--- config.mk ---
export PLATFORM = sky130hd
export DESIGN_NAME = piece_drop_ctrl_flat
export DESIGN_NICKNAME = d
export VERILOG_FILES = /design/src/rtl/piece_drop_ctrl_if.sv /design/src/rtl/piece_drop_ctrl.sv /design/src/flat_wrapper.sv
export SDC_FILE = /design/constraint.sdc
export NUM_CORES = 1
export LEC_CHECK = 0
export CORE_ASPECT_RATIO = 1.2
export CORE_UTILIZATION = 55
export CTS_CLUSTER_DIAMETER = 30
export DETAILED_ROUTE_END_ITERATION = 12
export DONT_BUFFER_PORTS = 1
export PLACE_DENSITY = 0.7
export RECOVER_POWER = 50
export SLEW_MARGIN = 10
export SYNTH_ARGS = -nofsm -noshare
export SYNTH_HDL_FRONTEND = slang
export SYNTH_SLANG_ARGS = --single-unit
--- constraint.sdc ---
create_clock -name clk -period 4.81 [get_ports clk]
set_clock_uncertainty 0.1 [all_clocks]
set_input_delay 0.7215 -clock clk [delete_from_list [all_inputs] [get_ports clk]]
set_output_delay 0.7215 -clock clk [all_outputs]
set_load 0.1 [all_outputs]
--- src/rtl/piece_drop_ctrl_if.sv ---
// Move request/response bundle for piece_drop_ctrl.
//   col_valid, col_idx        : move request (column 0..6, 7 is illegal)
//   busy                      : controller is processing a move
//   drop_done, drop_row/col   : commit pulse and position of the last placed piece
//   invalid_move              : rejection pulse
// master = requester side, slave = controller side.
interface piece_drop_ctrl_if;
  logic       col_valid;
  logic [2:0] col_idx;
  logic       busy;
  logic       drop_done;
  logic       invalid_move;
  logic [2:0] drop_row;
  logic [2:0] drop_col;

  modport master (
    output col_valid, col_idx,
    input  busy, drop_done, invalid_move, drop_row, drop_col
  );

  modport slave (
    input  col_valid, col_idx,
    output busy, drop_done, invalid_move, drop_row, drop_col
  );
endinterface

--- src/rtl/piece_drop_ctrl.sv ---
// Connect-four piece drop controller: accepts a column request, validates it
// against the column heights, optionally animates the falling piece, then
// commits it into the current player's occupancy board and hands the turn over.
//
// Optional feature: define DROP_ANIM_EN to add the animated FALL state
// (one row step every FALL_CYCLES clocks). Without it fall_active/fall_row are 0.
//
// Ports:
//   clk, rst_n     : clock, asynchronous active-low reset
//   new_game       : synchronous clear of board, heights, turn and FSM
//   mv (slave)     : move request/response bundle (see piece_drop_ctrl_if)
//   cur_player     : player to move, 0 red / 1 yellow
//   board_red      : red occupancy, bit = row*7+col, row 0 = bottom
//   board_yellow   : yellow occupancy, same indexing
//   board_full     : every column holds 6 pieces (decoded from heights)
//   fall_active    : animated piece in flight
//   fall_row       : current row of the animated piece
module piece_drop_ctrl #(
  parameter int unsigned FALL_CYCLES = 4
) (
  input  logic                clk,
  input  logic                rst_n,
  input  logic                new_game,
  piece_drop_ctrl_if.slave    mv,
  output logic                cur_player,
  output logic [41:0]         board_red,
  output logic [41:0]         board_yellow,
  output logic                board_full,
  output logic                fall_active,
  output logic [2:0]          fall_row
);

  localparam int unsigned COLS  = 7;
  localparam int unsigned ROWS  = 6;
  localparam int unsigned CELLS = COLS * ROWS;
  localparam int unsigned IDX_W = 6;
  localparam logic [2:0]  BAD_COL = 3'd7;

  typedef enum logic [1:0] {
    IDLE   = 2'd0,
    CHECK  = 2'd1,
    FALL   = 2'd2,
    COMMIT = 2'd3
  } state_t;

  state_t                  state_q, state_nxt;
  logic [2:0]              col_q, col_nxt;
  logic [COLS-1:0][2:0]    heights_q, heights_nxt;
  logic [CELLS-1:0]        red_q, red_nxt;
  logic [CELLS-1:0]        yel_q, yel_nxt;
  logic                    player_q, player_nxt;
  logic                    done_q, done_nxt;
  logic                    inval_q, inval_nxt;
  logic [2:0]              row_q, row_nxt;
  logic [2:0]              dcol_q, dcol_nxt;

  // Height of the latched column and the board cell it addresses
  logic [2:0]              cur_h;
  logic [IDX_W-1:0]        bit_idx;
  logic [CELLS-1:0]        cell_mask;

`ifdef DROP_ANIM_EN
  localparam int unsigned CNT_W = (FALL_CYCLES > 1) ? $clog2(FALL_CYCLES) : 1;
  localparam logic [CNT_W-1:0] CNT_LAST = CNT_W'(FALL_CYCLES - 1);

  logic                    fa_q, fa_nxt;
  logic [2:0]              fr_q, fr_nxt;
  logic [CNT_W-1:0]        cnt_q, cnt_nxt;
`else
  // FALL_CYCLES only shapes the animation; a zero value is never meaningful
  if (FALL_CYCLES == 0) begin : g_zero_fall_cycles
  end
`endif

  // Height lookup for the latched column (7 reads as an empty column)
  always_comb begin
    cur_h = '0;
    for (int i = 0; i < int'(COLS); i++) begin
      if (col_q == 3'(i)) cur_h = heights_q[i];
    end
    bit_idx   = IDX_W'(cur_h) * IDX_W'(COLS) + IDX_W'(col_q);
    cell_mask = CELLS'(1) << bit_idx;
  end

  // Board full when no column has room left
  always_comb begin
    board_full = 1'b1;
    for (int i = 0; i < int'(COLS); i++) begin
      if (heights_q[i] != 3'(ROWS)) board_full = 1'b0;
    end
  end

  // Next-state and datapath next values
  always_comb begin
    state_nxt   = state_q;
    col_nxt     = col_q;
    heights_nxt = heights_q;
    red_nxt     = red_q;
    yel_nxt     = yel_q;
    player_nxt  = player_q;
    done_nxt    = 1'b0;
    inval_nxt   = 1'b0;
    row_nxt     = row_q;
    dcol_nxt    = dcol_q;
`ifdef DROP_ANIM_EN
    fa_nxt      = fa_q;
    fr_nxt      = fr_q;
    cnt_nxt     = cnt_q;
`endif

    if (new_game) begin
      state_nxt   = IDLE;
      col_nxt     = '0;
      heights_nxt = '0;
      red_nxt     = '0;
      yel_nxt     = '0;
      player_nxt  = 1'b0;
      row_nxt     = '0;
      dcol_nxt    = '0;
`ifdef DROP_ANIM_EN
      fa_nxt      = 1'b0;
      fr_nxt      = '0;
      cnt_nxt     = '0;
`endif
    end else begin
      case (state_q)
        IDLE: begin
          if (mv.col_valid) begin
            col_nxt   = mv.col_idx;
            state_nxt = CHECK;
          end
        end

        CHECK: begin
          if (col_q == BAD_COL || cur_h == 3'(ROWS)) begin
            inval_nxt = 1'b1;
            state_nxt = IDLE;
          end else begin
`ifdef DROP_ANIM_EN
            // Piece enters at the top row and steps down to its landing row
            state_nxt = FALL;
            fa_nxt    = 1'b1;
            fr_nxt    = 3'(ROWS - 1);
            cnt_nxt   = '0;
`else
            state_nxt = COMMIT;
`endif
          end
        end

`ifdef DROP_ANIM_EN
        FALL: begin
          if (cnt_q == CNT_LAST) begin
            cnt_nxt = '0;
            if (fr_q == cur_h) begin
              fa_nxt    = 1'b0;
              state_nxt = COMMIT;
            end else begin
              fr_nxt = fr_q - 3'd1;
            end
          end else begin
            cnt_nxt = cnt_q + CNT_W'(1);
          end
        end
`endif

        COMMIT: begin
          if (player_q) yel_nxt = yel_q | cell_mask;
          else          red_nxt = red_q | cell_mask;
          for (int i = 0; i < int'(COLS); i++) begin
            if (col_q == 3'(i)) heights_nxt[i] = cur_h + 3'd1;
          end
          done_nxt   = 1'b1;
          row_nxt    = cur_h;
          dcol_nxt   = col_q;
          player_nxt = ~player_q;
          state_nxt  = IDLE;
        end

        default: state_nxt = IDLE;
      endcase
    end
  end

  // State and datapath registers
  always_ff @(posedge clk or negedge rst_n) begin
    if (!rst_n) begin
      state_q   <= IDLE;
      col_q     <= '0;
      heights_q <= '0;
      red_q     <= '0;
      yel_q     <= '0;
      player_q  <= 1'b0;
      done_q    <= 1'b0;
      inval_q   <= 1'b0;
      row_q     <= '0;
      dcol_q    <= '0;
`ifdef DROP_ANIM_EN
      fa_q      <= 1'b0;
      fr_q      <= '0;
      cnt_q     <= '0;
`endif
    end else begin
      state_q   <= state_nxt;
      col_q     <= col_nxt;
      heights_q <= heights_nxt;
      red_q     <= red_nxt;
      yel_q     <= yel_nxt;
      player_q  <= player_nxt;
      done_q    <= done_nxt;
      inval_q   <= inval_nxt;
      row_q     <= row_nxt;
      dcol_q    <= dcol_nxt;
`ifdef DROP_ANIM_EN
      fa_q      <= fa_nxt;
      fr_q      <= fr_nxt;
      cnt_q     <= cnt_nxt;
`endif
    end
  end

  assign mv.busy         = (state_q != IDLE);
  assign mv.drop_done    = done_q;
  assign mv.invalid_move = inval_q;
  assign mv.drop_row     = row_q;
  assign mv.drop_col     = dcol_q;
  assign cur_player      = player_q;
  assign board_red       = red_q;
  assign board_yellow    = yel_q;

`ifdef DROP_ANIM_EN
  assign fall_active = fa_q;
  assign fall_row    = fr_q;
`else
  assign fall_active = 1'b0;
  assign fall_row    = '0;
`endif

endmodule

--- src/flat_wrapper.sv ---
// flat-port wrapper written by rule: the top's interface ports become plain ports
module piece_drop_ctrl_flat 
#(
  parameter int unsigned FALL_CYCLES = 4
)
  (clk, rst_n, new_game, cur_player, board_red, board_yellow, board_full, fall_active, fall_row, mv_col_valid, mv_col_idx, mv_busy, mv_drop_done, mv_invalid_move, mv_drop_row, mv_drop_col);
  piece_drop_ctrl_if mv_i ();
  input  logic clk;
  input  logic rst_n;
  input  logic new_game;
  output logic cur_player;
  output logic [41:0] board_red;
  output logic [41:0] board_yellow;
  output logic board_full;
  output logic fall_active;
  output logic [2:0] fall_row;
  input wire logic [$bits(mv_i.col_valid)-1:0] mv_col_valid;
  input wire logic [$bits(mv_i.col_idx)-1:0] mv_col_idx;
  output wire logic [$bits(mv_i.busy)-1:0] mv_busy;
  output wire logic [$bits(mv_i.drop_done)-1:0] mv_drop_done;
  output wire logic [$bits(mv_i.invalid_move)-1:0] mv_invalid_move;
  output wire logic [$bits(mv_i.drop_row)-1:0] mv_drop_row;
  output wire logic [$bits(mv_i.drop_col)-1:0] mv_drop_col;
  assign mv_i.col_valid = mv_col_valid;
  assign mv_i.col_idx = mv_col_idx;
  assign mv_busy = mv_i.busy;
  assign mv_drop_done = mv_i.drop_done;
  assign mv_invalid_move = mv_i.invalid_move;
  assign mv_drop_row = mv_i.drop_row;
  assign mv_drop_col = mv_i.drop_col;
  piece_drop_ctrl #(.FALL_CYCLES(FALL_CYCLES)) u_core (.clk(clk), .rst_n(rst_n), .new_game(new_game), .mv(mv_i), .cur_player(cur_player), .board_red(board_red), .board_yellow(board_yellow), .board_full(board_full), .fall_active(fall_active), .fall_row(fall_row));
endmodule
Word-level counts from Yosys, hierarchy flattened
Cells that the tools add are included.

operators by class
  add/sub/neg operators = 2
  multipliers = 1
  div/mod/pow operators = 0
  $lt $le $gt $ge = 0
  equality and inequality tests = 19
  shift-type cells = 1
  muxes and demuxes = 47
  bitwise operators = 3
  reduce and logical (&&, ||, !) cells = 25

operator list
  kind                                                  count
  two-way mux 42 bit                                    6
  OR 42 bit                                             2
  two-way mux 3 bit                                     21
  two-way mux 21 bit                                    2
  << shifter 1 x 6 -> 42 bit (first input constant)     1
  inequality test 3 bit (second input constant)         8
  nonzero test 2 bit                                    12
  AND reduction 2 bit                                   10
  equality test 3 bit (second input constant)           5
  two-way mux 1 bit                                     14
  adder 6 x 3 -> 6 bit                                  1
  equality test 3 x 2 -> 1 bit (second input constant)  2
  multiplier 3 x 3 -> 6 bit (second input constant)     1
  two-way mux 2 bit                                     3
  one-hot mux 2 bit (2 select lines)                    1
  adder 3 x 1 -> 3 bit (second input constant)          1
  equality test 3 x 1 -> 1 bit (second input constant)  1
  logical NOT 3 bit                                     1
  equality test 2 x 1 -> 1 bit (second input constant)  1
  equality test 2 bit (second input constant)           1
  logical NOT 2 bit                                     1
  inequality test 2 bit (second input constant)         1
  logical OR 1 bit                                      1
  inverter 1 bit                                        1

word-level totals
  register bits after elaboration = 119
  bits in latches = 0
  RAM bits = 0
  memory bits (read-only) = 0
  input bits = 7
  output and inout bits = 99
  memories = 0

Depth between registers and ports, before layout
  depth after elaboration = 15
  gate-level depth with buffers = 18
  depth with buffers taken out = 15

Worst setup path before layout
No wires, ideal clock.

  path kind = reg2out
  from = register u_core.heights_q[9] (netlist bit)
  to = output board_full
  data arrival time = 3.677 ns
  required time = 3.989 ns
  path slack = 0.311 ns
  stages on the path, launching flop included = 4
  buffers on the path = 0
  path through = dfrtp_1 nor4b_1 nand4_1 nor4_1

between the ends
  cells in the longest elaborated chain, start to end = 5

ends and longest elaborated chain
  element                         line                    text
  start, declared                 piece_drop_ctrl.sv:48   logic [COLS-1:0][2:0] heights_q, heights_nxt;
  start signal, assigned          piece_drop_ctrl.sv:206  heights_q <= heights_nxt;
  inequality test 3 bit           piece_drop_ctrl.sv:89   if (heights_q[i] != 3'(ROWS)) board_full = 1'b0;
  two-way mux 1 bit (4 in a row)  piece_drop_ctrl.sv:89
  end, declared                   flat_wrapper.sv:14      output logic board_full;

No other way between the ends.

Worst setup path after layout
  from = register u_core.col_q[1]
  to = register u_core.yel_q[7], in the netlist u_core.board_yellow[7]

between the ends
  cells in the longest elaborated chain, start to end = 15

ends and longest elaborated chain
  element                         line                    text
  start, declared                 piece_drop_ctrl.sv:47   logic [2:0] col_q, col_nxt;
  start signal, assigned          piece_drop_ctrl.sv:205  col_q <= col_nxt;
  logical NOT 3 bit               piece_drop_ctrl.sv:79   if (col_q == 3'(i)) cur_h = heights_q[i];
  two-way mux 3 bit (7 in a row)  piece_drop_ctrl.sv:79
  multiplier 3 x 3 -> 6 bit       piece_drop_ctrl.sv:81   bit_idx = IDX_W'(cur_h) * IDX_W'(COLS) + IDX_W'(col_q);
  adder 6 x 3 -> 6 bit (*)        piece_drop_ctrl.sv:81
  << shifter 1 x 6 -> 42 bit (*)  piece_drop_ctrl.sv:82   cell_mask = CELLS'(1) << bit_idx;
  OR 42 bit (*)                   piece_drop_ctrl.sv:168  if (player_q) yel_nxt = yel_q | cell_mask;
  two-way mux 42 bit (*)          piece_drop_ctrl.sv:168
  two-way mux 42 bit (*)          piece_drop_ctrl.sv:126  case (state_q)
  two-way mux 42 bit (*)          piece_drop_ctrl.sv:111  if (new_game) begin
  end signal, assigned            piece_drop_ctrl.sv:208  yel_q <= yel_nxt;
  end, declared                   piece_drop_ctrl.sv:50   logic [CELLS-1:0] yel_q, yel_nxt;

Mark *: on every way between the ends. The rest lies on a longest branch, timed or not. The select of a mux whose other input is x is not followed.
A chain may end at the register's enable or synchronous reset.

==> metrics.yaml <==
die_h_um: 112
syn_area_um2: 5550
reg2reg_from: "u_core.col_q[1]"
die_w_um: 93.7
diodes: 0
place_hpwl_um: 8720
vias_per_cell: 5.89
area_delta_synth_final_pct: 13.1
drt-total-wl_um: 13200
dieArea_um2: 10500
synth_area_leaders: "dfrtp_1 54%, o22ai_1 9.5%, inv_1 6.4%"
crit_family: "adder cells"
cp-start-kind: "flip-flop"
synth_commonest_cells: "119 x dfrtp_1, 95 x inv_1, 84 x o22ai_1, 31 x nor2_1, 29 x nand2_1"
slew_headroom_pct: -88.3
antenna_found_initial: 0
slowest_stage: "mux4_2"
hold_violations: 0
power_density_nw_per_um2: 399
path_buf_inv: 1
regArea_um2: 2980
ir_drop_uv: 239
synth_seq_cells: 119
max_freq_ghz: 0.220
synthCells: 550
totalPowerFinal_mw: 2.51
ys_async_sr_fraction_pct: 100
firstDrtPassIters: 5
drive_above_1_share_pct: 14.1
rows: 39
ys_types: 53
min_period_ps: 4550
r2r_slack_ps: 260
cts_setup_buffers: 0
slew_violations: 120
whs_endpoint: "u_core.col_q[2]"
yosysTopAreaCell: "dfrtp_1"
numCtsBuffers: 17
drc: 0
multi_input_comb_area_um2: 2080
setup_viol: 0
clk_latency_ps: 420
violations: "capacitance limit, slew limit"
placed_cells: 653
cts_root_buffer: "clkbuf_16"
cts.clk_slew.worst_paths_ps: 50
worstPathCellList: "mux2_1, mux4_2, buf_4, ha_2, ha_1, ha_1, fa_1, a21o_1, a21oi_2, xor2_4, nand3_4, o22ai_1"
initial_core_util_pct: 57.5
worstHoldStart: "new_game"
synth_top_area_share_pct: 53.6
grt_max_degree: 139
grt_pass1_wl_um: 21500
synthFlopType: "dfrtp_1"
synth-edff-count: 0
synth_most_common_cell: "dfrtp_1"
synth_warnings: 0
cap_viol_max_count: 1
top_usage_layer: "met2"
port_buffers: 0
rr_endpoint: "u_core.board_yellow[7]"
drt_iter0_drc: 237
wl_per_cell_um: 19.3
post-route-util_pct: 65.0
grt.met1_usage_pct: 31.4
end_kind: "flip-flop"
critPathMaxFanout: 16
ant_nets: 0
timing.hold.ws_ps: 259
cp.arrival_ps: 4760
status: "complete, but fails checks"
fin_crit_sh_pct: 94.6
cts.path.max_buffers: 2
cp.required_ps: 5020
fin_cells: 684
grt-ovfl-total: 0
crit_type: "flip-flop to flip-flop"
setup_tns_ps: 0
cts_tree: "built"
yosysSeqAreaShare_pct: 53.6
max_stage_delay_ps: 530
vias: 4029
power_leakage_nw: 2.65
worstMarginPinSlew_ps: 2820
ios: 106
core-area_um2: 9660
avgSynthCellArea_um2: 10.1
htree_num_levels: 4
crit_top_cell: "ha_1"
nets: 572
reg2reg_depth: 12
fillers: 752
grtUsageMet3_pct: 8.27
hold_depth: 1
grt_util_all_layers_pct: 27.4
cts_sinks: 119
use_met2_pct: 45.8
gp_congestion: 0.925
hold_path.class: "primary input to flip-flop"
grt_pass1_vias: 4133
rsz0062_at_grt: "false"
==> report_power, final <==
group	leakage [nW]	total [mW]	internal, mW	switching [mW]
Clock	0.284	1.28	0.846	0.435
Sequential	1.66	1.04	1.01	0.0269
Combinational	0.708	0.190	0.0522	0.138
==> kinds of logic after synthesis <==
logic type,Yosys count,share of synthesized area [%]
AO/OA/AOI/OAI,139,16.6
XOR/XNOR,7,1.24
adder cells (fa/ha/maj),15,3.92
buffers and inverters,129,9.67
flip-flops,119,53.6
multiplexers,13,2.88
other,1,0.0675
AND/OR/NAND/NOR,127,12.0
==> worst reg2reg max path, cell delays in order (launching register included) <==
cell and delay [ps]:
dfrtp_1 490, mux2_1 350, mux4_2 530, buf_4 230
ha_2 440, ha_1 260, ha_1 220, fa_1 490
a21o_1 210, a21oi_2 280, xor2_4 330, nand3_4 250
o22ai_1 270
==> layout by cell type (no fill, tap or decap), types with 5 or more instances in the layout <==
cell	Yosys	final
dfrtp_1	119	117
inv_1	95	95
o22ai_1	84	84
nor2_1	31	32
nand2_1	29	29
o21ai_0	19	18
or2_2	17	17
clkbuf_16	0	17
a21oi_1	15	15
nand3_1	11	11
nand2b_1	10	10
ha_1	11	10
buf_4	8	10
mux2i_1	7	7
nor2b_1	5	5
==> worst max path at each step <==
stage	startpoint	end	slack [ps]	cells after the start
finish	u_core.col_q[1]	u_core.board_yellow[7]	260	12
floorplan	u_core.heights_q[9]	board_full	310	3
CTS	u_core.col_q[1]	u_core.board_yellow[7]	100	16
detailed placement	u_core.col_q[1]	u_core.board_yellow[7]	150	16
global route	u_core.col_q[1]	u_core.board_yellow[7]	1	16
global placement	u_core.col_q[1]	u_core.board_yellow[3]	240	12
==> routing by layer <==
metal,vias to the layer above,wire [µm]
met1,1969,4850
met2,172,7010
met4,0,391
li1,1859,-
met5,-,0
met3,29,933
==> sequential cells by signal, summed over array words and instances, names as in the netlist <==
signal and count:
u_core.state_q 2, u_core.board_red 42, u_core.mv.drop_row 3, u_core.board_yellow 42, u_core.mv.drop_done 1, u_core.mv.drop_col 3, u_core.col_q 3, u_core.cur_player 1
u_core.heights_q 21, u_core.mv.invalid_move 1
==> final cells by class <==
cell class | instances | share of cell area, %
sequential | 119 | 47.5
multi-input combinational | 305 | 33.2
clock buffer | 22 | 7.55
inverter | 95 | 5.68
tap | 123 | 2.45
clock inverter | 8 | 1.95
timing repair buffer | 12 | 1.71
==> metrics by stage <==
stage	area, µm²	worst slack (ps)
after floorplan	5560	311
after global placement	5650	236
final	6280	261
after global routing	6280	1.17
after CTS	6270	97.5
after detailed placement	5650	145
==> timing repair <==
| action | CTS | global route |
|---|---|---|
| endpoints found under the hold margin | 119 | 0 |
| setup endpoints to repair | 0 | 65 |
| gates resized for setup | 0 | 10 |
| hold buffers | 1 | 0 |
Note: power is estimated with default switching activity, not from simulation.
